<file path="src/rtl/memory_arbiter_pkg.sv">
// Shared types and constants for the two-port data memory arbiter.
package memory_arbiter_pkg;

    typedef enum logic [1:0] {
        IDLE = 2'd0,
        OWN0 = 2'd1,
        OWN1 = 2'd2
    } arb_state_t;

    localparam logic PORT0 = 1'b0;
    localparam logic PORT1 = 1'b1;

    localparam int REQ_ADDRESS_WIDTH = 32;
    localparam int REQ_WORD_WIDTH    = 32;

    // One request beat as seen by a requester (default 32-bit build).
    typedef struct packed {
        logic                         write;
        logic [REQ_ADDRESS_WIDTH-1:0] address;
        logic [REQ_WORD_WIDTH-1:0]    wdata;
    } req_t;

    // Ownership state that corresponds to a granted port.
    function automatic arb_state_t own_state(input logic port);
        return (port == PORT1) ? OWN1 : OWN0;
    endfunction

endpackage

</file>
<file path="src/rtl/memory_arbiter_pick.sv">
// Tie-break between the two ports when the arbiter is idle.
// MEMORY_ARBITER_ROUND_ROBIN_EN selects round-robin on ties (port not granted
// most recently wins); otherwise port 0 has fixed priority.
module arbiter_pick
    import memory_arbiter_pkg::*;
(
    input  logic valid0,
    input  logic valid1,
    input  logic last,
    output logic winner
);

`ifdef MEMORY_ARBITER_ROUND_ROBIN_EN
    // Tie goes to the port opposite the most recent grant.
    always_comb begin
        winner = PORT0;
        if (valid0 && valid1) begin
            winner = ~last;
        end else if (valid1) begin
            winner = PORT1;
        end
    end
`else
    // Fixed priority: port 1 only wins when port 0 is absent.
    logic unused_last;
    assign unused_last = last;

    always_comb begin
        winner = PORT0;
        if (!valid0 && valid1) begin
            winner = PORT1;
        end
    end
`endif

endmodule

</file>
<file path="src/rtl/memory_arbiter.sv">
// Two-requester arbiter in front of a single-port data memory.
// Optional feature macro: MEMORY_ARBITER_ROUND_ROBIN_EN (round-robin idle ties).
//
// Handshake: a beat transfers on a cycle where reqN_valid and reqN_ready are
// both high. ready is combinational from valid and arbiter state, valid must
// not depend on ready, and a requester keeps valid and its fields stable until
// ready. Loads answer with a one-cycle respN_valid pulse after the accepting
// edge; stores produce no response.
module memory_arbiter
    import memory_arbiter_pkg::*;
#(
    parameter int address_width = 32,
    parameter int word_width    = 32,
    parameter int max_burst     = 4
) (
    input  logic                     clock,
    input  logic                     reset,
    input  logic                     req0_valid,
    output logic                     req0_ready,
    input  logic                     req0_write,
    input  logic [address_width-1:0] req0_address,
    input  logic [word_width-1:0]    req0_wdata,
    input  logic                     req1_valid,
    output logic                     req1_ready,
    input  logic                     req1_write,
    input  logic [address_width-1:0] req1_address,
    input  logic [word_width-1:0]    req1_wdata,
    output logic                     resp0_valid,
    output logic [word_width-1:0]    resp0_rdata,
    output logic                     resp1_valid,
    output logic [word_width-1:0]    resp1_rdata,
    output logic                     mem_write_enable,
    output logic [address_width-1:0] mem_address,
    output logic [word_width-1:0]    mem_write_data,
    input  logic [word_width-1:0]    mem_read_data,
    output logic [1:0]               debug_state
);

    localparam int beat_width = $clog2(max_burst + 1);
    localparam logic [beat_width-1:0] beats_max = beat_width'(max_burst);
    localparam logic [beat_width-1:0] beats_one = beat_width'(1);

    arb_state_t            state, state_next;
    logic [beat_width-1:0] beats, beats_next;
    logic                  grant;
    logic                  grant_port;
    logic                  owner_port;
    logic                  owner_valid;
    logic                  other_valid;
    logic                  last;
    logic                  pick_winner;
    logic                  resp0_pending;
    logic                  resp1_pending;

    arbiter_pick u_pick (
        .valid0 (req0_valid),
        .valid1 (req1_valid),
        .last   (last),
        .winner (pick_winner)
    );

    // Next state, beat count and grant; nothing is granted while reset is high.
    always_comb begin
        state_next  = state;
        beats_next  = beats;
        grant       = 1'b0;
        grant_port  = PORT0;
        owner_port  = (state == OWN1) ? PORT1 : PORT0;
        owner_valid = (owner_port == PORT1) ? req1_valid : req0_valid;
        other_valid = (owner_port == PORT1) ? req0_valid : req1_valid;
        if (!reset) begin
            if (state == IDLE) begin
                if (req0_valid || req1_valid) begin
                    grant      = 1'b1;
                    grant_port = pick_winner;
                    state_next = own_state(pick_winner);
                    beats_next = beats_one;
                end
            end else if (owner_valid && (beats < beats_max)) begin
                grant      = 1'b1;
                grant_port = owner_port;
                beats_next = beats + beats_one;
            end else if (other_valid) begin
                // Burst exhausted or owner gone: hand over with no dead cycle.
                grant      = 1'b1;
                grant_port = ~owner_port;
                state_next = own_state(~owner_port);
                beats_next = beats_one;
            end else if (owner_valid) begin
                // Nobody waiting, so the owner simply starts a fresh burst.
                grant      = 1'b1;
                grant_port = owner_port;
                beats_next = beats_one;
            end else begin
                state_next = IDLE;
                beats_next = '0;
            end
        end
    end

    // State and beat counter registers.
    always_ff @(posedge clock) begin
        if (reset) begin
            state <= IDLE;
            beats <= '0;
        end else begin
            state <= state_next;
            beats <= beats_next;
        end
    end

`ifdef MEMORY_ARBITER_ROUND_ROBIN_EN
    // Remember the most recently granted port for idle tie-breaks.
    always_ff @(posedge clock) begin
        if (reset) begin
            last <= PORT1;
        end else if (grant) begin
            last <= grant_port;
        end
    end
`else
    assign last = PORT1;
`endif

    assign req0_ready       = grant && (grant_port == PORT0);
    assign req1_ready       = grant && (grant_port == PORT1);
    assign mem_address      = (grant_port == PORT1) ? req1_address : req0_address;
    assign mem_write_data   = (grant_port == PORT1) ? req1_wdata : req0_wdata;
    assign mem_write_enable = grant && ((grant_port == PORT1) ? req1_write : req0_write);
    assign debug_state      = state;

    // Capture load data on the accepting edge for a one-cycle response.
    always_ff @(posedge clock) begin
        if (reset) begin
            resp0_pending <= 1'b0;
            resp1_pending <= 1'b0;
            resp0_rdata   <= '0;
            resp1_rdata   <= '0;
        end else begin
            resp0_pending <= req0_ready && !req0_write;
            resp1_pending <= req1_ready && !req1_write;
            if (req0_ready && !req0_write) begin
                resp0_rdata <= mem_read_data;
            end
            if (req1_ready && !req1_write) begin
                resp1_rdata <= mem_read_data;
            end
        end
    end

    // A response due during a reset cycle is dropped.
    assign resp0_valid = resp0_pending && !reset;
    assign resp1_valid = resp1_pending && !reset;

endmodule

</file>
<file path="config.mk">
export PLATFORM = sky130hd
export DESIGN_NAME = memory_arbiter
export DESIGN_NICKNAME = d
export VERILOG_FILES = /design/src/rtl/memory_arbiter_pkg.sv /design/src/rtl/memory_arbiter_pick.sv /design/src/rtl/memory_arbiter.sv
export SDC_FILE = /design/constraint.sdc
export NUM_CORES = 1
export LEC_CHECK = 0
export CORE_AREA = 2 2 117 119
export CTS_CLUSTER_DIAMETER = 60
export DETAILED_ROUTE_END_ITERATION = 8
export DIE_AREA = 0 0 119 121
export GPL_ROUTABILITY_DRIVEN = 0
export MAX_ROUTING_LAYER = met4
export PLACE_DENSITY = 0.76
export RECOVER_POWER = 100
export SETUP_SLACK_MARGIN = 0.4
export SLEW_MARGIN = 40
export SYNTH_ARGS = -nofsm -noshare
export SYNTH_HDL_FRONTEND = slang
export SYNTH_SLANG_ARGS = --single-unit
</file>
<file path="constraint.sdc">
create_clock -name clock -period 4.4 [get_ports clock]
set_input_delay 1.32 -clock clock [delete_from_list [all_inputs] [get_ports clock]]
set_output_delay 1.32 -clock clock [all_outputs]
set_load 0.01 [all_outputs]
</file>
==> run summary <==
Critical Path RT - 3.08 ns
Final Hold Fails - 0
Synth Area per Inst - 10.6 um2
DRT Wirelength - 15300 um
per-cell routed wire length - 17.9 um
CP Launch Type - input pin
post-synthesis cell type count - 28
PnR Total Power - 1.92 mW
Nets - 836
Pre-antenna DRT Iters - 5
cell count after synthesis - 348
Remaining DRCs - 0
RSZ-0062 raised after global routing - yes
met2 routed wirelength - 8090 um
EDFF count, synth - 0
global route overflow - 0
status - finished, final reports clean
cts bufs inserted - 9
routed vias/inst - 4.49
Routed met3 length - 976 um
critical path class - in2out
1st-iter DRT viols - 91
Hold WC Path Type - reg2reg
Placed Cells - 814
Root Driver - clkbuf_16
port bufs - 300
Worst Path Buf+Inv - 5
share of cells above drive strength 1 - 0.151
Rows - 42
antenna violations before repair - 2
core area - 13100 um2
worst skew pair latency - 0.32 ns
crit path DAT - 2.88 ns
die area - 14400 um2
Mapped Area - 3680 um2
Tmin final - 4.20 ns
critical path cell sequence - buf_6 > nand2b_2 > a21oi_4 > clkbuf_1 > buf_16 > buf_4 > mux2_1 > clkdlybuf4s25_1
pin count of the biggest net entering global routing - 61
WHS - 0.474 ns
fin cells - 852
Setup crit end kind - output port
Worst VDD drop - 0.227 mV
CTS max path bufs - 2
crit-path max cell delay - 0.32 ns
Vias - 3827
P per Cell Area - 259 nW/um2
Yosys reg bits - 71
Max Freq - 0.238 GHz
top cell family by delay on the critical path - buffers and inverters
hold buffers post-CTS - 0
Antenna Nets Post-Route - 0
total clock sinks - 71
Starting Density - 0.281
Setup WS pre-CTS - -0.253 ns
post-DP HPWL - 11500 um
CTS tree - built
Worst Max-Slew Pin Slew - 1.14 ns
Max Cap Viol - 0
area delta synth->final - 101%
Total GRT Usage - 0.209
Max transition margin - 0.239
period utilisation layout - 0.954
Static Leakage - 3.58 nW
critical path's slowest cell - clkdlybuf4s25_1
CTS HTree Levels - 3
first-pass GRT wire length - 22600 um
Layout Utilization - 0.566
Setup violations, final - 0
top routing layer used - met4
number of global-route vias before repair - 4074
Final Worst Setup Slack - 0.203 ns
Max FO, Critical Path - 7
Die X-Extent - 119 um
Max Slew Vio Count - 0
Synth async-reset ratio - 0
Net Count, Synth - 515
I/O pins - 301
YS warnings - 0
met1 WL - 5570 um
Layout Skew - 0.00609 ns
top_reg_cell synth - dfxtp_1
post-synthesis sequential area ratio - 0.386
Clock transition at path regs - 0.06 ns
chip height - 121 um
==> placed cells by master (no fill, tap or decap), drive strengths merged, types with 2 or more instances in the layout <==
master         Yosys  routed
a22o               3       3
buf               14      46
dlygate4sd3        0      68
nor2b              2       2
dlygate4sd2        0      19
clkinv             0       3
nand3              2       2
clkbuf             8      36
inv               34      34
clkdlybuf4s50      0     163
dfxtp             71      71
clkdlybuf4s15      0       2
mux2              64      64
a211oi             3       3
nand2b            67      67
mux2i             64      64
and4b              2       2
a21oi              3       3
clkdlybuf4s25      0       9
diode              0       2
==> area by class of cell <==
class | count | area (um2)
Clock inverter | 5 | 56.3
Multi-Input combinational cell | 221 | 2090
Tap cell | 176 | 220
Clock buffer | 11 | 253
Fill cell | 1125 | 5680
Inverter | 34 | 128
Sequential cell | 71 | 1420
Antenna cell | 2 | 5.00
Timing Repair Buffer | 332 | 3230
==> kinds of logic (layout without fill, tap and decap cells) <==
group | count (synthesis) | in the layout | synth area share
AOI/OAI and AO/OA | 12 | 12 | 0.0255
adders and majority gates | 1 | 1 | 0.00340
buffers and inverters | 56 | 382 | 0.0761
DFF | 71 | 71 | 0.386
muxes | 128 | 128 | 0.370
other | 0 | 2 | 0
and+or+nand+nor | 80 | 80 | 0.139
==> tightest hold or removal path, stage by stage (launching register included) <==
cell and delay, ns:
dfxtp_1 0.30, nand2b_1 0.06, mux2i_1 0.06
==> synth_stat cells (2+ instances only) <==
| cell type | number | share of area |
|---|---|---|
| mux2i_1 | 64 | 0.17 |
| nand2b_1 | 67 | 0.11 |
| a21oi_1 | 2 | 0.0027 |
| inv_1 | 33 | 0.034 |
| a22o_1 | 3 | 0.0071 |
| nand3_1 | 2 | 0.0027 |
| a211oi_1 | 3 | 0.0061 |
| and4b_1 | 2 | 0.0054 |
| nor2b_1 | 2 | 0.0034 |
| buf_6 | 8 | 0.024 |
| buf_2 | 5 | 0.0068 |
| clkbuf_1 | 8 | 0.0082 |
| dfxtp_1 | 71 | 0.39 |
| mux2_1 | 64 | 0.20 |
==> layer usage <==
layer | GRT usage | vias to the layer above
met5 | - | -
met4 | 0.0930 | 0
met3 | 0.0545 | 41
met2 | 0.385 | 181
met1 | 0.207 | 1797
li1 | - | 1808
==> state kept, by name, summed over array words and instances, names as in the netlist <==
signal         flops
debug_state        2
resp0_pending      1
resp1_pending      1
beats              3
resp1_rdata       32
resp0_rdata       32
==> path summary, 6_finish.rpt <==
| path | cells after the start | from | slack [ns] | to |
|---|---|---|---|---|
| worst max register to register | 6 | debug_state[0] | 1.64 | resp1_rdata[6] |
| worst max-delay path | 8 | reset | 0.20 | mem_write_data[23] |
| worst min-delay path | 2 | resp0_rdata[8] | 0.47 | resp0_rdata[8] |
| worst min register to register | 2 | resp0_rdata[8] | 0.47 | resp0_rdata[8] |
==> power breakdown <==
part,switching [mW],total (mW),internal [mW]
combinational,0.178,0.497,0.319
clock,0.262,0.730,0.468
sequential,0.0179,0.693,0.675
total,0.458,1.92,1.46
==> metrics by stage <==
step | setup TNS (ns) | area [um2]
floorplan | 0 | 3680
global placement | -10.42 | 6860
detailed placement | -11.83 | 6860
CTS | 0 | 7380
global route | 0 | 7400
finish | 0 | 7400
==> what timing repair did <==
action	in CTS	in global routing
hold endpoints to repair	0	0
endpoints found under the setup margin	67	46
pin swaps	1	0
cloned	6	1
setup buffers	12	1
resized for setup	222	50
(Power assumes the default switching activity.)
